File: src/rtl/rx_pkg.sv
// Shared types for the channel receiver (rx) and its request synchronizer.
package rx_pkg;

    localparam int unsigned STATE_W = 3;
    localparam int unsigned STAT_W  = 16;

    typedef enum logic [STATE_W-1:0] {
        ST_IDLE           = 3'b000,
        ST_RECEIVING      = 3'b001,
        ST_FULL           = 3'b010,
        ST_WAIT_DONE_DOWN = 3'b011
    } state_t;

endpackage

File: src/rtl/rx_sync.sv
// Multi-flop synchronizer for an asynchronous single-bit level (ch_req).
module rx_sync #(
    parameter int STAGES = 2
) (
    input  logic clk,
    input  logic reset,
    input  logic d,
    output logic q
);

    logic [STAGES-1:0] ff;

    // Shift chain, cleared by the async active-low reset
    always_ff @(posedge clk or negedge reset) begin
        if (!reset) begin
            ff <= '0;
        end else begin
            ff <= (ff << 1) | STAGES'(d);
        end
    end

    assign q = ff[STAGES-1];

endmodule

File: src/rtl/rx.sv
// Channel receiver: accepts flits over a two-phase req/ack channel, writes
// them into the packet buffer and hands a full packet to the switch.
// Optional statistics counters are built when RX_STATS_EN is defined.
module rx
    import rx_pkg::*;
#(
    parameter int ID            = 0,
    parameter int SUBID         = 0,
    parameter int SIZE          = 8,
    parameter int BUFF_BITS     = 3,
    parameter int VERBOSE_DEBUG = 1,
    parameter int SYNC_STAGES   = 2
) (
    input  logic                 clk,
    input  logic                 reset,
    input  logic                 ch_req,
    input  logic [SIZE-1:0]      ch_flit,
    output logic                 ch_ack,
    output logic                 buf_wr,
    output logic [BUFF_BITS-1:0] buf_addr,
    output logic [SIZE-1:0]      buf_data,
    output logic                 pkt_valid,
    input  logic                 pkt_done
`ifdef RX_STATS_EN
    ,
    output logic [STAT_W-1:0]    pkt_count,
    output logic [STAT_W-1:0]    flit_count
`endif
);

    state_t                 state;
    state_t                 state_nxt;
    logic                   req_sync;
    logic                   req_old;
    logic                   req;
    logic                   accept;
    logic                   pkt_valid_nxt;
    logic [BUFF_BITS-1:0]   flit_counter;

    // Debug identifiers have no hardware meaning; tie them off
    wire unused_dbg = ^{32'(ID), 32'(SUBID), 32'(VERBOSE_DEBUG)};

    rx_sync #(
        .STAGES (SYNC_STAGES)
    ) u_req_sync (
        .clk   (clk),
        .reset (reset),
        .d     (ch_req),
        .q     (req_sync)
    );

    // A toggle stays pending until req_old catches up on acceptance
    assign req = req_sync ^ req_old;

    // State register
    always_ff @(posedge clk or negedge reset) begin
        if (!reset) begin
            state <= ST_IDLE;
        end else begin
            state <= state_nxt;
        end
    end

    // Next-state, acceptance and packet-valid decode
    always_comb begin
        state_nxt     = state;
        accept        = 1'b0;
        pkt_valid_nxt = pkt_valid;
        case (state)
            ST_IDLE: begin
                if (req) begin
                    accept    = 1'b1;
                    state_nxt = ST_RECEIVING;
                end
            end
            ST_RECEIVING: begin
                if (req) begin
                    accept = 1'b1;
                    if (flit_counter == '1) begin
                        state_nxt     = ST_FULL;
                        pkt_valid_nxt = 1'b1;
                    end
                end
            end
            ST_FULL: begin
                if (pkt_done) begin
                    pkt_valid_nxt = 1'b0;
                    state_nxt     = ST_WAIT_DONE_DOWN;
                end
            end
            ST_WAIT_DONE_DOWN: begin
                if (!pkt_done) begin
                    state_nxt = ST_IDLE;
                end
            end
            default: begin
                state_nxt     = ST_IDLE;
                pkt_valid_nxt = 1'b0;
            end
        endcase
    end

    // Flit write, ack toggle and address counter, all on the acceptance edge
    always_ff @(posedge clk or negedge reset) begin
        if (!reset) begin
            ch_ack       <= 1'b0;
            buf_wr       <= 1'b0;
            buf_addr     <= '0;
            buf_data     <= '0;
            pkt_valid    <= 1'b0;
            flit_counter <= '0;
            req_old      <= 1'b0;
        end else begin
            buf_wr    <= accept;
            pkt_valid <= pkt_valid_nxt;
            if (accept) begin
                buf_addr     <= flit_counter;
                buf_data     <= ch_flit;
                ch_ack       <= ~ch_ack;
                flit_counter <= flit_counter + BUFF_BITS'(1);
                req_old      <= req_sync;
            end
        end
    end

`ifdef RX_STATS_EN
    // Packet and flit counters, wrapping naturally at 16 bits
    always_ff @(posedge clk or negedge reset) begin
        if (!reset) begin
            pkt_count  <= '0;
            flit_count <= '0;
        end else begin
            if (accept) begin
                flit_count <= flit_count + STAT_W'(1);
            end
            if ((state_nxt == ST_FULL) && (state != ST_FULL)) begin
                pkt_count <= pkt_count + STAT_W'(1);
            end
        end
    end
`endif

endmodule

File: config.mk
export PLATFORM = sky130hd
export DESIGN_NAME = rx
export DESIGN_NICKNAME = d
export VERILOG_FILES = /design/src/rtl/rx_pkg.sv /design/src/rtl/rx_sync.sv /design/src/rtl/rx.sv
export SDC_FILE = /design/constraint.sdc
export NUM_CORES = 1
export LEC_CHECK = 0
export CORE_MARGIN = 2
export CORE_UTILIZATION = 50
export DETAILED_ROUTE_END_ITERATION = 12
export PLACE_DENSITY = 0.82
export SYNTH_ARGS = -nofsm -noshare
export SYNTH_HDL_FRONTEND = slang
export SYNTH_SLANG_ARGS = --single-unit
File: constraint.sdc
create_clock -name clk -period 3.28 [get_ports clk]
set_input_delay 0.82 -clock clk [delete_from_list [all_inputs] [get_ports clk]]
set_output_delay 0.82 -clock clk [all_outputs]
set_load 0.01 [all_outputs]
==> impl_metrics.env <==
export IMPL_initial_utilization=0.5481
export IMPL_start_kind="flip-flop"
export IMPL_holdBufCountCts=0
export IMPL_grt_util_met1=0.1942
export IMPL_pin_count=26
export IMPL_synth_top_flop_cell="dfrtp_1"
export IMPL_busiest_layer="met2"
export IMPL_fmax_ghz=0.4895
export IMPL_hold_path_class="reg -> reg"
export IMPL_yosys_warnings=0
export IMPL_port_buffers=25
export IMPL_ys_top_cells_by_count="dfrtp_1 (22), mux2_2 (8), ha_1 (7), mux2_4 (7)"
export IMPL_wl_per_cell_um=13.56
export IMPL_hpwl_mm=1.178
export IMPL_clk_pin_slew_ns=0.12
export IMPL_arrival_ns=1.22
export IMPL_grt_pass1_vias=601
export IMPL_nNetsFinal=110
export IMPL_grt_use_total=0.1618
export IMPL_synthAdderAreaFrac=0.08963
export IMPL_synth_area_leaders="dfrtp_1 (56%), mux2_4 (11%), mux2_2 (9.2%), ha_1 (9.0%), xor2_1 (2.7%)"
export IMPL_antenna_found_initial=0
export IMPL_synth_mux_area_fraction=0.2100
export IMPL_finalWeightedCongestion=0.6111
export IMPL_grt_use_met2=0.2816
export IMPL_drv_slew=0
export IMPL_path_cells="clkdlybuf4s50_1"
export IMPL_crit_slowest_cell="clkdlybuf4s50_1"
export IMPL_grt_max_degree=23
export IMPL_avgSynthCellArea_sq_um=15.51
export IMPL_end_kind="primary output"
export IMPL_area_growth_pct=29.32
export IMPL_synth_nets=82
export IMPL_required_ns=2.46
export IMPL_powerDensity_nw_per_um2=1049
export IMPL_synth_xor_area_frac=0.02689
export IMPL_place_ws_ns=1.203
export IMPL_netlist_instances=63
export IMPL_root_buffer="clkbuf_4"
export IMPL_cp_num_buf_inv=1
export IMPL_synth_simple_area_share=0.02433
export IMPL_synth_top_cell_by_area="dfrtp_1"
export IMPL_drcViolationCount=0
export IMPL_synth_edf_count=0
export IMPL_die_y_um=48.21
export IMPL_synth_top_family_by_area="multiplexers"
export IMPL_path_class="reg -> out"
export IMPL_post_cts_buffers=0
export IMPL_layout_min_cycle_time_ns=2.043
export IMPL_routed_wl_mm=1.559
export IMPL_worst_pin_slew_ns=0.9333
export IMPL_cellLeakagePower_nw=0.5660
export IMPL_clk_latency_ns=0.30
export IMPL_cp_max_fo=2
export IMPL_num_antenna_cells=0
export IMPL_tritoncts="yes"
export IMPL_max_cap_violations=0
export IMPL_htree_levels=1
export IMPL_die_w_um=48.21
export IMPL_finalWorstSetupSlack_ns=1.237
export IMPL_first_iter_violations=2
export IMPL_peakVddDrop_mv=0.6381
export IMPL_skew_ns=0.003870
export IMPL_coreArea_sq_um=1783
export IMPL_power_mw=1.325
export IMPL_synth_most_common_cell="dfrtp_1"
export IMPL_fillers=134
export IMPL_grt_pass1_wl_mm=2.553
export IMPL_rsz0062_at_grt="no"
export IMPL_vias=559
export IMPL_synthArstFlopShare=1.000
export IMPL_syn_cell_area_sq_um=977.2
export IMPL_via_per_inst=4.861
export IMPL_grt_overflow=0
export IMPL_final_setup_tns_ns=0
export IMPL_ant_nets=0
export IMPL_yosysTopAreaCellShare=0.5634
export IMPL_run_status="completed"
export IMPL_setup_violations=0
export IMPL_ys_seq_area_frac=0.5634
export IMPL_grt_use_met3=0.03333
export IMPL_rows=15
export IMPL_cts_buffer_depth=2
export IMPL_cts_resized=0
export IMPL_dr_pass1_iters=2
export IMPL_ys_types=16
export IMPL_max_stage_delay_ns=0.54
export IMPL_finalHoldViolCount=0
export IMPL_die_area_sq_um=2324
export IMPL_synth_seq_cells=22
export IMPL_synth_compound_area_frac=0.04225
export IMPL_clkSinkCount=22
export IMPL_cpLargestDelayFamily="buffers and inverters"
export IMPL_post_route_period_util=0.6228
export IMPL_drive_above_1_share=0.2111
export IMPL_slew_headroom=0.3758
export IMPL_cts_made_buffers=3
-- cells in the final DEF (no fill, tap or decap), drive strengths merged --
cell,count
nor2,2
xor2,3
dfrtp,22
nand2,1
o2111ai,1
inv,3
nand2b,2
o21bai,1
mux2i,1
clkdlybuf4s50,25
o21a,1
a41oi,2
ha,7
clkbuf,4
mux2,15
-- where the power goes --
| group | internal [mW] | switching, mW | leakage, nW | total (mW) |
|---|---|---|---|---|
| clock | 0.0676 | 0.0786 | 0.0210 | 0.146 |
| combinational | 0.426 | 0.268 | 0.285 | 0.694 |
| sequential | 0.405 | 0.0802 | 0.260 | 0.485 |
-- registers in the layout (all words and copies together), names as in the netlist --
name           count
u_req_sync.ff      2
state              2
req_old            1
buf_wr             1
flit_counter       3
buf_addr           3
ch_ack             1
buf_data           8
pkt_valid          1
-- metal layers --
metal,up-vias,share of wire,wire length (um)
li1,268,-,-
met1,278,0.44,691
met2,11,0.51,796
met3,2,0.031,49
met4,0,0.013,21
met5,-,0,0
-- stage by stage --
step                hold slack [ns]  utilization  instances  instance area [sq um]
finish                       0.3665       0.7088        115                   1264
global placement             0.3328       0.6884        111                   1227
CTS                          0.3703       0.7088        115                   1264
global route                 0.3740       0.7088        115                   1264
floorplan                    0.3312            -         63                  977.2
detailed placement           0.3426       0.6884        111                   1227
-- final cells by class --
class	count	area [sq um]	share of cell area
clock buffers	4	36.28	0.02871
inverters	3	11.26	0.008911
multi-input cells	36	384.1	0.3040
flip-flops and latches	22	550.5	0.4356
repair buffers	25	250.2	0.1980
well taps	25	31.28	0.02475
-- logic make-up after synthesis --
family          after synthesis
buf+inv                       5
simple gates                  5
mux                          16
compound gates                5
flops                        22
xor+xnor                      3
fa+ha+maj                     7
-- worst paths after layout --
check                                       from  slack [ns]  depth (start not counted)                to
worst min-delay path            u_req_sync.ff[0]        0.37                          0  u_req_sync.ff[1]
max in group asynchronous                  reset        1.69                          1         pkt_valid
min in group asynchronous                  reset        1.03                          1   flit_counter[0]
worst max-delay path                      ch_ack        1.24                          1            ch_ack
worst min register to register  u_req_sync.ff[0]        0.37                          0  u_req_sync.ff[1]
worst max register to register          state[0]        1.31                          4       buf_addr[0]
No activity file was read; power rests on OpenSTA's default activity.
